### src/rtl/mini_cpu_pkg.sv
// Shared encodings for the mini CPU: opcodes, ALU select codes, FSM state
// encoding and instruction field positions.
package mini_cpu_pkg;

  localparam int INSTR_W  = 12;
  localparam int DATA_W   = 8;
  localparam int NUM_REGS = 4;

  localparam int OPC_HI    = 11;
  localparam int OPC_LO    = 10;
  localparam int SEL_HI    = 9;
  localparam int SEL_LO    = 8;
  localparam int ALU_RD_HI = 7;
  localparam int ALU_RD_LO = 6;
  localparam int RS1_HI    = 5;
  localparam int RS1_LO    = 4;
  localparam int RS2_HI    = 3;
  localparam int RS2_LO    = 2;
  localparam int LDI_RD_HI = 9;
  localparam int LDI_RD_LO = 8;
  localparam int IMM_HI    = 7;
  localparam int IMM_LO    = 0;
  localparam int TGT_HI    = 3;
  localparam int TGT_LO    = 0;

  typedef enum logic [1:0] {
    OP_ALU  = 2'b00,
    OP_LDI  = 2'b01,
    OP_BZ   = 2'b10,
    OP_HALT = 2'b11
  } opcode_t;

  typedef enum logic [1:0] {
    ALU_ADD = 2'b00,
    ALU_SUB = 2'b01,
    ALU_AND = 2'b10,
    ALU_OR  = 2'b11
  } alu_sel_t;

  localparam logic [2:0] S_IDLE  = 3'd0;
  localparam logic [2:0] S_FETCH = 3'd1;
  localparam logic [2:0] S_EXEC  = 3'd2;
  localparam logic [2:0] S_WAIT  = 3'd3;
  localparam logic [2:0] S_DONE  = 3'd4;

  function automatic logic is_busy_state(input logic [2:0] s);
    return (s == S_FETCH) || (s == S_EXEC) || (s == S_WAIT);
  endfunction

endpackage

### src/rtl/mini_cpu_decode.sv
// Pure combinational instruction decode: splits an instruction word into its
// kind and operand fields.
module mini_cpu_decode
  import mini_cpu_pkg::*;
(
  input  logic [INSTR_W-1:0] ir,
  output opcode_t            kind,
  output alu_sel_t           sel,
  output logic [1:0]         rd,
  output logic [1:0]         rs1,
  output logic [1:0]         rs2,
  output logic [DATA_W-1:0]  imm,
  output logic [3:0]         target
);

  // LDI and ALU keep their destination in different fields, so rd is muxed on kind.
  always_comb begin
    kind   = opcode_t'(ir[OPC_HI:OPC_LO]);
    sel    = alu_sel_t'(ir[SEL_HI:SEL_LO]);
    rs1    = ir[RS1_HI:RS1_LO];
    rs2    = ir[RS2_HI:RS2_LO];
    imm    = ir[IMM_HI:IMM_LO];
    target = ir[TGT_HI:TGT_LO];
    rd     = ir[ALU_RD_HI:ALU_RD_LO];
    if (kind == OP_LDI) begin
      rd = ir[LDI_RD_HI:LDI_RD_LO];
    end
  end

endmodule

### src/rtl/mini_cpu_controller.sv
// Multi-cycle controller for a tiny 4-register CPU: FSM, register file and
// program memory, driving an external ALU of configurable latency.
module mini_cpu_controller
  import mini_cpu_pkg::*;
#(
  parameter int ALU_LATENCY = 1,
  parameter int PROG_DEPTH  = 16
) (
  input  logic                          clk,
  input  logic                          reset,
  input  logic                          start,
  input  logic                          prog_we,
  input  logic [$clog2(PROG_DEPTH)-1:0] prog_addr,
  input  logic [INSTR_W-1:0]            prog_data,
  output logic [DATA_W-1:0]             alu_a,
  output logic [DATA_W-1:0]             alu_b,
  output logic [1:0]                    alu_sel,
  input  logic [DATA_W-1:0]             alu_result,
  input  logic                          alu_zero,
  input  logic                          alu_carry,
  output logic                          busy,
  output logic                          done,
  output logic [$clog2(PROG_DEPTH)-1:0] pc,
  output logic                          flag_z,
  output logic                          flag_c,
  input  logic [1:0]                    dbg_addr,
  output logic [DATA_W-1:0]             dbg_data
);

  localparam int PC_W = $clog2(PROG_DEPTH);
  localparam logic [1:0] WAIT_LAST = 2'(ALU_LATENCY - 1);

  logic [2:0]         state;
  logic [INSTR_W-1:0] ir;
  logic [1:0]         wait_cnt;
  logic [DATA_W-1:0]  regs [NUM_REGS];
  logic [INSTR_W-1:0] mem  [PROG_DEPTH];

  opcode_t           kind;
  alu_sel_t          sel;
  logic [1:0]        rd;
  logic [1:0]        rs1;
  logic [1:0]        rs2;
  logic [DATA_W-1:0] imm;
  logic [3:0]        target;

  mini_cpu_decode u_decode (
    .ir     (ir),
    .kind   (kind),
    .sel    (sel),
    .rd     (rd),
    .rs1    (rs1),
    .rs2    (rs2),
    .imm    (imm),
    .target (target)
  );

  // Program memory is deliberately not reset and only loadable while idle.
  always_ff @(posedge clk) begin
    if (prog_we && (state == S_IDLE || state == S_DONE)) begin
      mem[prog_addr] <= prog_data;
    end
  end

  always_ff @(posedge clk or negedge reset) begin
    if (!reset) begin
      state    <= S_IDLE;
      pc       <= '0;
      ir       <= '0;
      wait_cnt <= '0;
      flag_z   <= 1'b0;
      flag_c   <= 1'b0;
      alu_a    <= '0;
      alu_b    <= '0;
      alu_sel  <= '0;
      for (int i = 0; i < NUM_REGS; i++) begin
        regs[i] <= '0;
      end
    end else begin
      case (state)
        S_IDLE, S_DONE: begin
          if (start) begin
            pc    <= '0;
            state <= S_FETCH;
          end
        end
        S_FETCH: begin
          ir    <= mem[pc];
          state <= S_EXEC;
        end
        S_EXEC: begin
          case (kind)
            OP_LDI: begin
              regs[rd] <= imm;
              pc       <= pc + 1'b1;
              state    <= S_FETCH;
            end
            OP_BZ: begin
              pc    <= flag_z ? PC_W'(target) : pc + 1'b1;
              state <= S_FETCH;
            end
            OP_HALT: begin
              state <= S_DONE;
            end
            OP_ALU: begin
              // Operands are captured here so rd == rs1/rs2 sees pre-writeback values.
              alu_a    <= regs[rs1];
              alu_b    <= regs[rs2];
              alu_sel  <= sel;
              wait_cnt <= '0;
              state    <= S_WAIT;
            end
          endcase
        end
        S_WAIT: begin
          if (wait_cnt == WAIT_LAST) begin
            regs[rd] <= alu_result;
            flag_z   <= alu_zero;
            flag_c   <= alu_carry;
            pc       <= pc + 1'b1;
            wait_cnt <= '0;
            state    <= S_FETCH;
          end else begin
            wait_cnt <= wait_cnt + 1'b1;
          end
        end
        default: state <= S_IDLE;
      endcase
    end
  end

  assign busy     = is_busy_state(state);
  assign done     = (state == S_DONE);
  assign dbg_data = regs[dbg_addr];

endmodule

### config.mk
export PLATFORM = sky130hd
export DESIGN_NAME = mini_cpu_controller
export DESIGN_NICKNAME = d
export VERILOG_FILES = /design/src/rtl/mini_cpu_pkg.sv /design/src/rtl/mini_cpu_decode.sv /design/src/rtl/mini_cpu_controller.sv
export SDC_FILE = /design/constraint.sdc
export NUM_CORES = 1
export LEC_CHECK = 0
export ABC_AREA = 1
export CAP_MARGIN = 20
export CELL_PAD_IN_SITES_DETAIL_PLACEMENT = 1
export CELL_PAD_IN_SITES_GLOBAL_PLACEMENT = 2
export CORE_MARGIN = 10
export CORE_UTILIZATION = 40
export CTS_BUF_LIST = sky130_fd_sc_hd__clkbuf_4 sky130_fd_sc_hd__clkbuf_8
export DETAILED_ROUTE_END_ITERATION = 8
export PLACE_DENSITY = 0.9
export SYNTH_ARGS = -nofsm -noshare
export SYNTH_HDL_FRONTEND = slang
export SYNTH_HIERARCHICAL = 1
export SYNTH_SLANG_ARGS = --single-unit
export TNS_END_PERCENT = 10
### constraint.sdc
create_clock -name clk -period 2.5 [get_ports clk]
set_input_delay 0.5 -clock clk [delete_from_list [all_inputs] [get_ports clk]]
set_output_delay 0.5 -clock clk [all_outputs]
set_load 0.02 [all_outputs]
---- After elaboration in Yosys (flattened, before gate mapping) ----
Memories as Yosys holds them, arrays and structs flattened. A register that Yosys moved wholly into a read port is not among the register bits.
Cells that the tools add are included.
word-level totals
  register bits after elaboration ......... 61
  memories ................................ 1
  RAM bits ................................ 192
memory list
  memory  words  bits a word  rd ports  clocked after memory_dff  write ports  RTL line                   RTL
  mem     16     12           1         1                         1            mini_cpu_controller.sv:37  logic [INSTR_W-1:0] mem [PROG_DEPTH];
operators by class
  add/sub/neg operators ................... 2
  eq/ne operators ......................... 12
  multiplexer cells ....................... 31
  bitwise operators ....................... 4
  reduce and logical (&&, ||, !) cells .... 19
  order comparisons ....................... 5
operators with widths
  cell                                                       number
  bitwise mux 32 bit                                         2
  two-way mux 32 bit                                         2
  one-hot mux 32 bit (2 select lines)                        1
  two-way mux 8 bit                                          7
  binary-select mux 8 bit (select 2 bit)                     3
  demux 8 bit (select 2 bit)                                 1
  greater-or-equal comparator 3 bit (second input constant)  4
  two-way mux 4 bit                                          3
  NOT 2 -> 3 bit                                             4
  one-hot mux 3 bit (4 select lines)                         1
  one-hot mux 4 bit (3 select lines)                         1
  one-hot mux 3 bit (3 select lines)                         1
  one-hot mux 4 bit (2 select lines)                         1
  AND reduction 2 bit                                        4
  equality test 3 x 2 -> 1 bit (second input constant)       2
  two-way mux 2 bit                                          3
  two-way mux 3 bit                                          2
  adder 4 x 1 -> 4 bit (second input constant)               1
  equality test 2 bit (second input constant)                2
  logical NOT 2 bit                                          2
  != test 2 x 1 -> 1 bit (second input constant)             2
  != test 2 bit (second input constant)                      2
  one-hot mux 2 bit (2 select lines)                         1
  AND reduction 4 bit                                        1
  other kinds (15)                                           20

---- Logic depth before layout (Yosys ltp) ----
Gate-level depths: netlist (run 1).
  depth after elaboration ................. 10
  mapped depth ............................ 11
  gate-level depth less buffers ........... 10

---- Hierarchy ----
Netlist (run 1), hierarchy kept.
by module, submodules not included
  module               area each (um2)  times used  cells an instance
  mini_cpu_controller  11452.2          1           1172
  mini_cpu_decode      185.2            1           28

---- Worst setup path before layout (run 1) ----
Ideal clock, no wire load.
  path type ............................... reg2reg
  start point ............................. register state[0]
  end point ............................... memory mem[12][0], enable pin
  setup slack ............................. 0.623 ns
  stages on the path, launching flop included .. 6
  arrival ................................. 1.497 ns
  required time ........................... 2.120 ns
  path buffers ............................ 0
  cells stage by stage .................... dfrtp_1 nor2_1 inv_1 nor2_1 nand3_1 nor2_1
on the way
  cells in the longest elaborated chain, start to end .. 5
  elaborated cells between the ends (all ways) .. 6
  classes of those cells .................. eq/ne (1); mux (2); reduce/logical (3)
RTL lines
  element                                                          RTL line                   RTL
  start, declared                                                  mini_cpu_controller.sv:33  logic [2:0] state;
  start signal, assigned                                           mini_cpu_controller.sv:67  state <= S_IDLE;
  start signal, assigned                                           mini_cpu_controller.sv:84  state <= S_FETCH;
  start signal, assigned                                           mini_cpu_controller.sv:89  state <= S_EXEC;
  equality test 3 bit / logical NOT 3 bit (equally long branches)  mini_cpu_controller.sv:60  if (prog_we && (state == S_IDLE || state == S_DONE)) begin
  logical OR 1 bit *                                               mini_cpu_controller.sv:60
  logical AND 1 bit *                                              mini_cpu_controller.sv:60
  two-way mux 1 bit *                                              mini_cpu_controller.sv:60
  two-way mux 1 bit (implied by the code) *                        mini_cpu_controller.sv:61  mem[prog_addr] <= prog_data;
  end, declared                                                    mini_cpu_controller.sv:37
Mark *: on every way between the ends. The rest lies on a longest branch, timed or not.

---- Final worst setup path (run 1) ----
  start point ............................. input dbg_addr[1]
  end point ............................... output dbg_data[7]
on the way
  cells in the longest elaborated chain, start to end .. 4
RTL lines
  element                                                RTL line                    RTL
  start, declared                                        mini_cpu_controller.sv:26   input logic [1:0] dbg_addr,
  NOT 2 -> 3 bit (implied by the code)                   mini_cpu_controller.sv:134  assign dbg_data = regs[dbg_addr];
  binary-select mux 8 bit (select 2 bit)                 mini_cpu_controller.sv:134
  two-way mux 8 bit (implied by the code) (2 in series)  mini_cpu_controller.sv:134
  end, declared                                          mini_cpu_controller.sv:27   output logic [DATA_W-1:0] dbg_data
No other way between the ends. The select of a mux whose other input is x is not followed.

==> results of run 1 <==
area by class of cell:
type	instances	area, µm²	area share, %
Clock buffer	66	783	5.74
Clock inverter	13	75.1	0.550
Inverter	51	191	1.40
Multi-Input combinational cell	817	3480	25.5
Sequential cell	265	7590	55.7
Tap cell	384	480	3.52
Timing Repair Buffer	112	1040	7.62
registers in the layout, summed over array words and instances (netlist names):
name,flops
alu_a,8
alu_b,8
alu_sel,2
flag_c,1
flag_z,1
ir,12
mem,192
pc,4
regs,32
state,3
wait_cnt,2
worst reg2reg max path: cells and delay by family, from the launching register on:
kind	cells	cell delay (ps)
and+or+nand+nor	5	480
DFF	1	480
AOI/OAI and AO/OA	1	170
buffers and inverters	2	800
final timing paths:
path                               end  slack [ps]
hold reg to reg               alu_b[4]         480
min in group clk              alu_b[4]         480
setup / recovery           dbg_data[7]         130
setup reg to reg                ir[10]         500
hold / removal                alu_b[1]         470
max in group asynchronous     regs[17]        1440
power groups by stage:
stage	clock network (mW)	registers [mW]	logic, mW
3_5_place_dp	0	6.06	5.02
5_1_grt	4.07	6.07	5.61
3_3_place_gp	0	6.06	4.86
4_1_cts	3.86	5.98	5.01
2_1_floorplan	0	5.97	3.27
6_report	3.75	5.99	4.92
layout by cell type (no fill, tap or decap):
cell type,instances
clkbuf_8,46
buf_12,4
clkinv_2,2
nand3_1,107
inv_12,1
ha_1,3
nor3_1,1
buf_4,44
clkinvlp_4,1
clkdlybuf4s50_1,54
edfxtp_1,192
nor2_1,88
nand2_2,4
dlygate4sd3_1,1
o22ai_1,25
a21oi_1,24
clkinv_1,10
mux2_2,2
nor2_2,2
o21ai_0,77
dfrtp_2,1
inv_2,7
inv_8,1
xnor2_1,1
inv_1,42
dlygate4sd2_1,9
dfrtp_1,72
xor2_1,1
nand2_1,479
clkbuf_4,20
nor2_4,2
o21ai_2,1
kinds of logic (layout without fill, tap and decap cells):
group	Yosys count	count (layout)	share of synthesized area, %
and+or+nand+nor	683	683	23.4
DFF	265	265	65.2
AOI/OAI and AO/OA	127	127	5.76
buffers and inverters	118	242	4.88
adders and majority gates	3	3	0.323
xor gates and xnor gates	2	2	0.151
muxes	2	2	0.194
through the flow:
stage,cells,TNS (ps)
after floorplan,1200,0
after global placement,1628,-1930
after detailed placement,1628,-2160
after CTS,1708,0
after global routing,1708,0
final,1708,0
timing repair:
item                                    in CTS  in global routing
hold endpoints to repair                    37                  0
hold buffers                                 1                  0
gates resized for setup                     10                  0
endpoints found under the setup margin       9                  0
layer usage:
metal / part of all wire, % / GRT usage (%) / vias to the layer above
met2: 49 / 30.7 / 169
met3: 4.5 / 2.94 / 52
met1: 44 / 22.6 / 4140
li1: - / - / 4178
met5: 0 / 0 / -
met4: 1.9 / 4.91 / 0
==> results_dict.tcl, run 1 <==
set metrics [dict create \
    outcome "completed" \
    cts_sinks 265 \
    ant_nets 0 \
    place_congestion 0.839 \
    p_comb_share_pct 33.6 \
    power_mw 14.7 \
    synthTopCellsByCount "479 x nand2_1, 192 x edfxtp_1, 107 x nand3_1, 88 x nor2_1, 77 x o21ai_0" \
    worst_slew_pin_slew_ps 776 \
    die_h_um 191 \
    cts_setup_buffers 0 \
    clk_latency_ps 580 \
    path_delay_family "buffers and inverters" \
    rsz0062_at_grt "no" \
    fillCellCount 3235 \
    cts_made_buffers 45 \
    wl_per_cell_um 18.7 \
    drt-total-wl_um 31900 \
    clk_root_buffer_cell "clkbuf_8" \
    io_pins 66 \
    crit_path_top_delay_cell "clkdlybuf4s50_1" \
    period_needed_ps 2370 \
    start_util_pct 40.5 \
    crit_start "dbg_addr[1]" \
    async_flop_share_pct 27.5 \
    num_vias 8539 \
    rows 62 \
    drive_gt1_share_pct 10.4 \
    remaining_drc_errors 0 \
    antenna_found_initial 0 \
    max_freq_mhz 422 \
    hold-worst-slack_ps 471 \
    yosysTopAreaCell "edfxtp_1" \
    cp.required_ps 2000 \
    dpl_worst_slack_ps -309 \
    synth_edf_count 192 \
    fin_util_pct 47.5 \
    cap_violations 0 \
    ys_ff_latch 265 \
    arrival_ps 1870 \
    slew_headroom_pct 48.1 \
    design_area_um2 13600 \
    crit_chain "clkdlybuf4s50_1 > inv_1 > buf_4 > o21ai_0 > o22ai_1 > dlygate4sd2_1" \
    grt_max_degree 95 \
    die_x_um 191 \
    critPathMaxStageDelay_ps 510 \
    crit_type "in2out" \
    finClkSkew_ps 32.0 \
    place_hpwl_um 22200 \
    n_antenna_cell 0 \
    power_frac_clock_pct 25.6 \
    worstPathMaxFanout 7 \
    p_leak_nw 5.68 \
    fin_nets 1327 \
    synth_area_leaders "edfxtp_1 50%, dfrtp_1 16%, nand2_1 15%" \
    drt-initial-drc-count 492 \
    syn_inst 1200 \
    place_area_um2 12800 \
    power_frac_seq_pct 40.8 \
    grt_use_total_pct 17.8 \
    min_path_type "in2async" \
    endpoint_kind "output pin" \
    slew_viol_final 0 \
    synth_nets 1235 \
    io_buffers 65 \
    syn_to_final_growth_pct 17.2 \
    syn-cell-area_um2 11600 \
    ys_seq_area_share_pct 65.2 \
    reg2regPathDepth 8 \
    viasPerCell 5.00 \
    p_sw_mw 5.64 \
    coreArea_um2 28700 \
    final_hold_viol_count 0 \
    cts.path.max_buffers 3 \
    grt_pass1_wl_um 51200 \
    timing.rr.start "pc[0]" \
    path_clk_slew_ps 60 \
    cts_tree "yes" \
    setup-violations-final 0 \
    die_area_um2 36300 \
    p_int_mw 9.02 \
    cp-start-kind "input pin" \
    irDropWorstVdd_uv 463 \
    p_per_area_nw_per_um2 1070 \
    path_depth 6 \
    yosys_warnings 6 \
    period_share_pct 94.8 \
    first_pass_iters 5 \
    htreeDepth 2 \
    setup_ws_ps 130 \
    synthDistinctLibCells 24 \
    grt-ovfl-total 0 \
    yosysMostFrequentCell "nand2_1" \
    worst-path-buf-inv 4 \
    yosys_most_used_dff "edfxtp_1" \
    yosys.area.top_type_share_pct 49.5 \
    grt_pass1_vias 9191 \
    avgSynthCellArea_um2 9.70 \
    swShare_pct 38.5 \
]
Note: power is estimated with default switching activity, not from simulation.
==> inputs of run 2 (changes only) <==
--- a/config.mk
+++ b/config.mk
@@ -9,7 +9,6 @@
 export CAP_MARGIN = 20
 export CELL_PAD_IN_SITES_DETAIL_PLACEMENT = 1
 export CELL_PAD_IN_SITES_GLOBAL_PLACEMENT = 2
-export CORE_MARGIN = 10
 export CORE_UTILIZATION = 40
 export CTS_BUF_LIST = sky130_fd_sc_hd__clkbuf_4 sky130_fd_sc_hd__clkbuf_8
 export DETAILED_ROUTE_END_ITERATION = 8
==> constraint.sdc (replaced) <==
create_clock -name clk -period 2.5 [get_ports clk]
set_input_delay 0.75 -clock clk [delete_from_list [all_inputs] [get_ports clk]]
set_output_delay 0.75 -clock clk [all_outputs]
set_load 0.02 [all_outputs]
==> results_dict.tcl, run 2 (synthesis gave the netlist of run 1 again) <==
set metrics [dict create \
    drt-total-wl_um 31300 \
    cts_sinks 265 \
    min_path_type "in2async" \
    htreeDepth 2 \
    slew_headroom_pct 49.2 \
    cts.path.max_buffers 3 \
    grt_pass1_wl_um 50500 \
    outcome "completed" \
    remaining_drc_errors 0 \
    cap_violations 0 \
    place_congestion 0.811 \
    antenna_found_initial 0 \
    timing.rr.start "pc[1]" \
    fin_nets 1337 \
    largestRegisters "mem (192), regs (32), ir (12)" \
    wl_per_cell_um 18.2 \
    grt_pass1_vias 9003 \
    drive_gt1_share_pct 12.0 \
    place_hpwl_um 21200 \
    cp-start-kind "flop" \
    io_pins 66 \
    reg2regPathDepth 7 \
    cts_made_buffers 45 \
    worst_slew_pin_slew_ps 760 \
    rsz0062_at_grt "no" \
    irDropWorstVdd_uv 476 \
    die_area_um2 29800 \
    p_leak_nw 5.73 \
    n_antenna_cell 0 \
    viasPerCell 5.01 \
    largest_reg_flops 192 \
    die_x_um 173 \
    power_mw 14.6 \
    cp.required_ps 1750 \
    cts_tree "yes" \
    final_cell_mix "479 x nand2_1, 192 x edfxtp_1, 107 x nand3_1" \
    place_area_um2 12800 \
    design_area_um2 13700 \
    grt-ovfl-total 0 \
    syn_to_final_growth_pct 17.4 \
    r2r_end "ir[9]" \
    p_per_area_nw_per_um2 1070 \
    coreArea_um2 28600 \
    num_vias 8622 \
    setup-violations-final 0 \
    grt_max_degree 65 \
    endpoint_kind "output pin" \
    path_depth 1 \
    worstPathMaxFanout 5 \
    max_freq_mhz 410 \
    die_h_um 173 \
    mostFrequentLayoutCell "nand2_1" \
    drt-initial-drc-count 511 \
    start_util_pct 40.7 \
    critPathCapture "pc[2]" \
    crit_start "pc[2]" \
    first_pass_iters 5 \
    ant_nets 0 \
    crit_chain "clkdlybuf4s50_1" \
    arrival_ps 1690 \
    io_buffers 65 \
    crit_path_top_delay_cell "clkdlybuf4s50_1" \
    final.setup.tns_ps 0 \
    period_share_pct 97.7 \
    finClkSkew_ps 40.1 \
    clk_root_buffer_cell "clkbuf_8" \
    top_register "mem" \
    grt_use_total_pct 21.6 \
    crit_type "reg2out" \
    critPathMaxStageDelay_ps 660 \
    worst-path-buf-inv 1 \
    final_hold_viol_count 0 \
    ff2ff_setup_slack_ps 690 \
    slew_viol_final 0 \
    path_clk_slew_ps 60 \
    period_needed_ps 2440 \
    path_delay_family "buffers and inverters" \
    rows 62 \
    clk_latency_ps 590 \
]
## run 2: worst min path at each step
| stage | start | end | slack (ps) | cells after the start |
|---|---|---|---|---|
| 6_report | reset | ir[1] | 30 | 1 |
| 5_1_grt | reset | flag_c | 20 | 1 |
| 4_1_cts | reset | ir[1] | 3 | 1 |
| 3_5_place_dp | alu_a[2] | alu_a[2] | 480 | 2 |
| 3_3_place_gp | alu_a[1] | alu_a[1] | 470 | 2 |
| 2_1_floorplan | reset | alu_a[0] | 450 | 0 |
## run 2: where the power goes
group	internal [mW]	leakage [nW]	switching [mW]
clock network	1.97	0.459	1.79
logic	1.65	2.64	3.24
registers	5.33	2.64	0.651
## run 2: area by class of cell
| type | count | area [µm²] |
|---|---|---|
| fillers | 3244 | 15000 |
| flip-flops and latches | 265 | 7590 |
| multi-input cells | 817 | 3480 |
| repair buffers | 122 | 1060 |
| clock buffers | 61 | 752 |
| well taps | 384 | 480 |
| inverters | 51 | 191 |
| clock inverters | 20 | 108 |
## run 2: metal layers
metal / wire length (µm) / vias to the layer above / global-route usage [%]
li1: - / 4202 / -
met1: 14000 / 4182 / 28.4
met2: 15300 / 185 / 36.8
met3: 1410 / 53 / 3.25
met4: 641 / 0 / 6.96
met5: 0 / - / 0
## run 2: what timing repair did
| item | 4_1_cts | 5_1_grt |
|---|---|---|
| setup buffers | 0 | 0 |
| pin swaps | 0 | 0 |
| resized for setup | 24 | 15 |
| setup endpoints to repair | 10 | 10 |
| hold endpoints to repair | 0 | 0 |
| hold buffers | 0 | 0 |
## run 2: worst register-to-register path: stages, from the launching register on
cell and delay, ps:
dfrtp_1 470, inv_1 460, buf_4 280, nand3_1 100
nand3_1 110, nand2_1 90, nand3_1 120, nand2_1 60
## run 2: stage by stage
stage / utilization, % / setup WS [ps] / hold slack, ps / instances
CTS: 47.8 / -108 / 3.19 / 1720
floorplan: - / 174 / 454 / 1200
global placement: 44.9 / -744 / 469 / 1639
global route: 47.7 / 12.5 / 15.2 / 1720
detailed placement: 44.9 / -793 / 477 / 1639
finish: 47.7 / 58.4 / 25.7 / 1720
==> inputs of run 3 (changes only) <==
--- a/config.mk
+++ b/config.mk
@@ -13,6 +13,7 @@
 export CTS_BUF_LIST = sky130_fd_sc_hd__clkbuf_4 sky130_fd_sc_hd__clkbuf_8
 export DETAILED_ROUTE_END_ITERATION = 8
 export PLACE_DENSITY = 0.9
+export SLEW_MARGIN = 20
 export SYNTH_ARGS = -nofsm -noshare
 export SYNTH_HDL_FRONTEND = slang
 export SYNTH_HIERARCHICAL = 1
==> results of run 3 <==
Final layout, timing and power as in run 2 (identical DEF).
==> variant 1, RTL diff (flow settings as in run 2) <==
Change the package constant `NUM_REGS` from 4 to 2.
--- a/src/rtl/mini_cpu_pkg.sv
+++ b/src/rtl/mini_cpu_pkg.sv
@@ -4,7 +4,7 @@
 
   localparam int INSTR_W  = 12;
   localparam int DATA_W   = 8;
-  localparam int NUM_REGS = 4;
+  localparam int NUM_REGS = 2;
 
   localparam int OPC_HI    = 11;
   localparam int OPC_LO    = 10;
Behaviour: not the same (Yosys sat finds a counterexample within 4 cycles, from zero or initial values and one cycle with reset low).
==> variant 1 against run 2 <==
  * Total power down 8.2%
  * The flow now finishes with violations (DRC)
  * Critical path type is now input pin to output pin
  * Worst setup slack lost 0.024 ns
  * Wire length shrank 16%
  * Sequential share of layout area grew 1.6 points
  * Non-clock buffer count down 12
  * Clock skew down 0.019 ns
  * Area after synthesis shrank 7.5%
  * Cell area decreased by 7.8%
  * Via count down 12%
  * Die area is 7.4% lower
  * Sequential power down 11%
  * Sequential cell count fell by 16
  * Critical path depth grew 3
==> variant 1: results (changes against run 2) <==
| Metric | Value |
|---|---|
| Outcome | finished with violations (was finished, final reports clean) |
| Failing checks | DRC |
| H-tree depth | 2 (unchanged) |
| Worst min-delay path class | input pin to asynchronous set/reset pin (unchanged) |
| Fin nets | 1,168 (was 1,337) |
| DRT iter0 DRCs | 412 (was 511) |
| Worst slew pin tran | 0.736 ns (was 0.760 ns) |
| Wire length on met3 | 1090 um (was 1410 um) |
| Post-DP Area | 0.0118 sq mm (was 0.0128 sq mm) |
| Num CTS Buffers | 43 (was 45) |
| Met2 Use GR | 35.5% (was 36.8%) |
| Via density | 5.05 (was 5.01) |
| Syn nets | 1,082 (was 1,235) |
| Max IR drop VDD | 0.000538 V (was 0.000476 V) |
| Worst-path fanout max | 10 (was 5) |
| R2r startpoint | state[1] (was pc[1]) |
| Place WS | -0.424 ns (was -0.793 ns) |
| Crit path launch | dbg_addr[0] (was pc[2]) |
| P_sw | 5.03 mW (was 5.67 mW) |
| Placer Congestion | 0.758 (was 0.811) |
| Met1 usage | 25.0% (was 28.4%) |
| Residual DRC | 7 (was 0) |
| Critical Path AT | 1.72 ns (was 1.69 ns) |
| Pleak | 5.11 nW (was 5.73 nW) |
| Global router's overall resource usage | 20.1% (was 21.6%) |
| Routed len/inst | 17.6 um (was 18.2 um) |
| Port buffer count | 64 (was 65) |
| Setup Buffers After CTS | 0 (unchanged) |
| Congestion Overflow GR | 0 (unchanged) |
| TritonRoute pass-1 iters | 6 (was 5) |
| Detail Route met2 WL | 13,300 um (was 15,300 um) |
| Clock-pin slew on the worst setup and hold paths | 0.05 ns |
| Clock skew | 0.0208 ns (was 0.0401 ns) |
| Number of global-route vias before repair | 8,168 (was 9,003) |
| Met1 WL | 11,300 um (was 14,000 um) |
| Layout cells sized above 1 | 13.1% (was 12.0%) |
| Biggest registers after layout | mem: 192 flops, regs: 16 flops, ir: 12 flops (was mem: 192 flops, regs: 32 flops, ir: 12 flops) |
| First-pass GRT wire length | 43,200 um (was 50,500 um) |
| Largest net degree at the start of global routing | 97 (was 65) |
| Clk Latency, worst-skew pair | 0.56 ns (was 0.59 ns) |
| Final HPWL DP | 17,500 um (was 21,200 um) |
| Max_cap viols | 0 (unchanged) |
| Met3 usage | 3.00% (was 3.25%) |
## variant 1: power by group through the flow
| stage | clock network, mW | logic, mW | registers (mW) |
|---|---|---|---|
| 3_3_place_gp | 0 | 4.52 | 5.38 |
| 5_1_grt | 3.82 | 5.13 | 5.39 |
| 3_5_place_dp | 0 | 4.64 | 5.41 |
| 4_1_cts | 3.65 | 4.61 | 5.33 |
| 2_1_floorplan | 0 | 3.15 | 5.43 |
| 6_report | 3.56 | 4.55 | 5.32 |
## variant 1: critical path, stage by stage
cell,delay (ns)
clkdlybuf4s50_1,0.43
buf_4,0.18
o21ai_0,0.17
buf_2,0.19
## variant 1: final cells by class
type / count / area, sq um
Sequential cell: 249 / 7190
Multi-Input combinational cell: 691 / 3010
Clock inverter: 19 / 124
Inverter: 38 / 143
Fill cell: 2893 / 13600
Tap cell: 335 / 419
Clock buffer: 57 / 703
Timing Repair Buffer: 110 / 997
## variant 1: metrics by stage
stage / TNS (ns) / utilization (%) / instances
after CTS: -0.132 / 48.1 / 1499
after detailed placement: -3.02 / 45.1 / 1423
after global placement: -2.96 / 45.1 / 1423
after floorplan: 0 / - / 1047
final: 0 / 48.1 / 1499
after global routing: -0.0819 / 48.1 / 1499
## variant 1: what timing repair did
item                                    CTS  global route
endpoints found under the setup margin   10             7
gates resized for setup                  37             6
pin swaps                                 0             0
## variant 1: worst paths after layout
check | slack [ns] | endpoint | cells past startpoint
max in group asynchronous | 1.65 | pc[1] | 2
min in group clk | 0.48 | alu_a[0] | 2
setup / recovery | 0.03 | dbg_data[3] | 4
hold / removal | 0.17 | alu_b[5] | 1
hold reg to reg | 0.48 | alu_a[0] | 2
setup reg to reg | 0.53 | mem[14][6] | 7
==> variant 2, RTL diff (settings of run 2) <==
Made on the original files. Add an input register stage for `prog_data`, without a reset; this delays it by one clock. The other inputs are not delayed to match.
--- a/src/rtl/mini_cpu_controller.sv
+++ b/src/rtl/mini_cpu_controller.sv
@@ -30,6 +30,12 @@
   localparam int PC_W = $clog2(PROG_DEPTH);
   localparam logic [1:0] WAIT_LAST = 2'(ALU_LATENCY - 1);
 
+  logic [INSTR_W-1:0] prog_data_q;
+
+  always_ff @(posedge clk) begin
+    prog_data_q <= prog_data;
+  end
+
   logic [2:0]         state;
   logic [INSTR_W-1:0] ir;
   logic [1:0]         wait_cnt;
@@ -58,7 +64,7 @@
   // Program memory is deliberately not reset and only loadable while idle.
   always_ff @(posedge clk) begin
     if (prog_we && (state == S_IDLE || state == S_DONE)) begin
-      mem[prog_addr] <= prog_data;
+      mem[prog_addr] <= prog_data_q;
     end
   end
 
Behaviour: not the same (a bounded check fails within 4 cycles, from zero or initial values and one cycle with reset low).
==> variant 2 against run 2 <==
  * Count of clock-buffer cells in the layout rose by 18
  * Total power rose by 8.8%
  * Worst setup slack got worse by 0.031 ns
  * Sequential cell count rose by 12
  * Wire length rose by 0.89%
  * Non-clock buffer count rose by 5
  * Critical path type is now input pin to output pin
  * Largest cell class unchanged
  * Critical path depth rose by 6
  * Synthesized cell count fell by 1.0%
  * Sequential share of layout area fell by 0.26 points
  * Register-to-register slack got worse by 0.07 ns
  * Area after synthesis rose by 2.5%
  * Sequential power rose by 3%
  * Cell area rose by 3.7%
==> variant 2: results (changes against run 2) <==
| Metric | Value |
|---|---|
| Outcome | finished, final reports clean (unchanged) |
| Post-synth EDFFs | 192 (unchanged) |
| Routed len/inst | 18.5 um (was 18.2 um) |
| Final HPWL DP | 21,700 um (was 21,200 um) |
| Place WS | -0.714 ns (was -0.793 ns) |
| Global router's overall resource usage | 21.2% (was 21.6%) |
| Clk root buf | clkbuf_8 (unchanged) |
| Fin nets | 1,323 (was 1,337) |
| Max IR drop VDD | 0.000485 V (was 0.000476 V) |
| TritonRoute pass-1 iters | 5 (unchanged) |
| Max stage delay on crit path | 0.23 ns (was 0.66 ns) |
| H-tree depth | 2 (unchanged) |
| Post-synth ARST share | 26.4% (was 27.5%) |
| Placer Congestion | 0.795 (was 0.811) |
| Seq/Total Area, Yosys | 65.7% (was 65.2%) |
| Synth warn | 6 (unchanged) |
| Pleak | 5.81 nW (was 5.73 nW) |
| Clk Latency, worst-skew pair | roughly 0.58 ns |
| Netlist cell types | 35 (was 24) |
| Initial antenna violation count | 0 (unchanged) |
| Largest net degree at the start of global routing | 74 (was 65) |
| Number of global-route vias before repair | 9,044 (was 9,003) |
| Synth cell count leaders | nand2_1, edfxtp_1, nand3_1, dfrtp_1, a21oi_1 (was nand2_1, edfxtp_1, nand3_1, nor2_1, o21ai_0) |
| Clock skew | 0.0266 ns (was 0.0401 ns) |
| Post-placement cell count | 1,614 (was 1,639) |
| Syn Inst Count | 1,188 (was 1,200) |
| N_diodes | 0 (unchanged) |
| Worst-path fanout max | 6 (was 5) |
| Final wirelength | 31,600 um (was 31,300 um) |
| FILL cells | 3,240 (was 3,244) |
| Via density | 5.15 (was 5.01) |
| Port buffer count | 65 (unchanged) |
| DRT iter0 DRCs | 480 (was 511) |
| Num CTS Buffers | 48 (was 45) |
| Critical Path AT | 1.72 ns (was 1.69 ns) |
| Largest cells by area after synthesis | edfxtp_1, dfrtp_1, nand2_1 (unchanged) |
| Layout cells sized above 1 | 14.9% (was 12.0%) |
| Slowest-stage cell, CP | dlygate4sd2_1 (was clkdlybuf4s50_1) |
| Post-DP Area | 0.0131 sq mm (was 0.0128 sq mm) |
| Clock-pin slew on the worst setup and hold paths | 0.06 ns (about the same) |
| Clk buf depth | 3 (unchanged) |
| First-pass GRT wire length | 50,300 um (was 50,500 um) |
| Biggest registers after layout | mem: 192 flops, regs: 32 flops (was mem: 192 flops, regs: 32 flops, ir: 12 flops) |
| Largest delay contributor family on the critical path | buffers and inverters (unchanged) |
| Worst min-delay path class | input pin to asynchronous set/reset pin (unchanged) |
| Main flop type after synthesis | edfxtp_1 (unchanged) |
| Max-slew headroom | 46.5% (was 49.2%) |
[variant 2: changes by cell type after synthesis, sizes merged, moves of 8 or more]
cell	delta
a21oi	+40
a31oi	+17
clkbuf	+11
dfxtp	+12
inv	-8
nand2	-19
nor2	-28
o211ai	+16
o21ai	-30
o22ai	-24
[variant 2: worst reg2reg max path, stage by stage (launching register included)]
cell and delay [ns]:
dfrtp_2 0.44, buf_4 0.24, inv_2 0.12, buf_12 0.26, nand2_1 0.19, nand3_1 0.11
nand3_1 0.15, nand3_1 0.12, nand3_1 0.11, nand2_1 0.08
[variant 2: area by class of cell]
type / instances / area [sq um] / area share (%)
clock buffer: 79 / 956 / 6.75
clock inverter: 9 / 61.3 / 0.433
inverter: 43 / 166 / 1.17
multi-input combinational: 791 / 3520 / 24.9
sequential: 277 / 7840 / 55.3
tap: 384 / 480 / 3.39
timing repair buffer: 127 / 1140 / 8.07
[variant 2: logic make-up (layout without fill, tap and decap cells)]
| kind of cell | count (synthesis) | after routing | synth area share, % |
|---|---|---|---|
| AOI/OAI and AO/OA | 147 | 147 | 6.90 |
| muxes | 2 | 2 | 0.189 |
| adders and majority gates | 3 | 3 | 0.315 |
| xor gates and xnor gates | 1 | 1 | 0.0734 |
| buffers and inverters | 120 | 258 | 4.92 |
| and+or+nand+nor | 638 | 638 | 21.9 |
| DFF | 277 | 277 | 65.7 |
[variant 2: routing by layer]
metal  routed length [um]  vias to the layer above  track usage (%)  part of all wire (%)
li1                     -                     4193                -                     -
met1                13700                     4348             27.8                    43
met2                15800                      221             36.4                    50
met3                 1490                       50             3.02                   4.7
met4                  559                        0             5.83                   1.8
met5                    0                        -                0                     0
[variant 2: where the power goes]
part	leakage (nW)	switching (mW)	internal (mW)	total (mW)
Sequential	2.72	0.645	5.54	6.18
Clock	0.546	1.82	2.43	4.25
Combinational	2.54	3.65	1.84	5.49
Total	5.81	6.11	9.81	15.9
[variant 2: path summary, 6_finish.rpt]
path                                  start     endpoint  slack [ns]  cells past startpoint
worst max-delay path            dbg_addr[0]  dbg_data[6]        0.03                      7
worst min-delay path                  reset        ir[3]        0.15                      1
worst max register to register        pc[0]        ir[6]        0.62                      9
worst min register to register   alu_sel[0]   alu_sel[0]        0.50                      2
max in group asynchronous             reset     regs[21]        1.69                      2
min in group clk                 alu_sel[0]   alu_sel[0]        0.50                      2
[variant 2: repair_timing]
item                       4_1_cts  5_1_grt
setup buffers                    6        1
resized for setup               54       15
hold endpoints to repair         0        0
pin swaps                        0        0
setup endpoints to repair       11       11
gates cloned                     0        0
hold buffers                     0        0
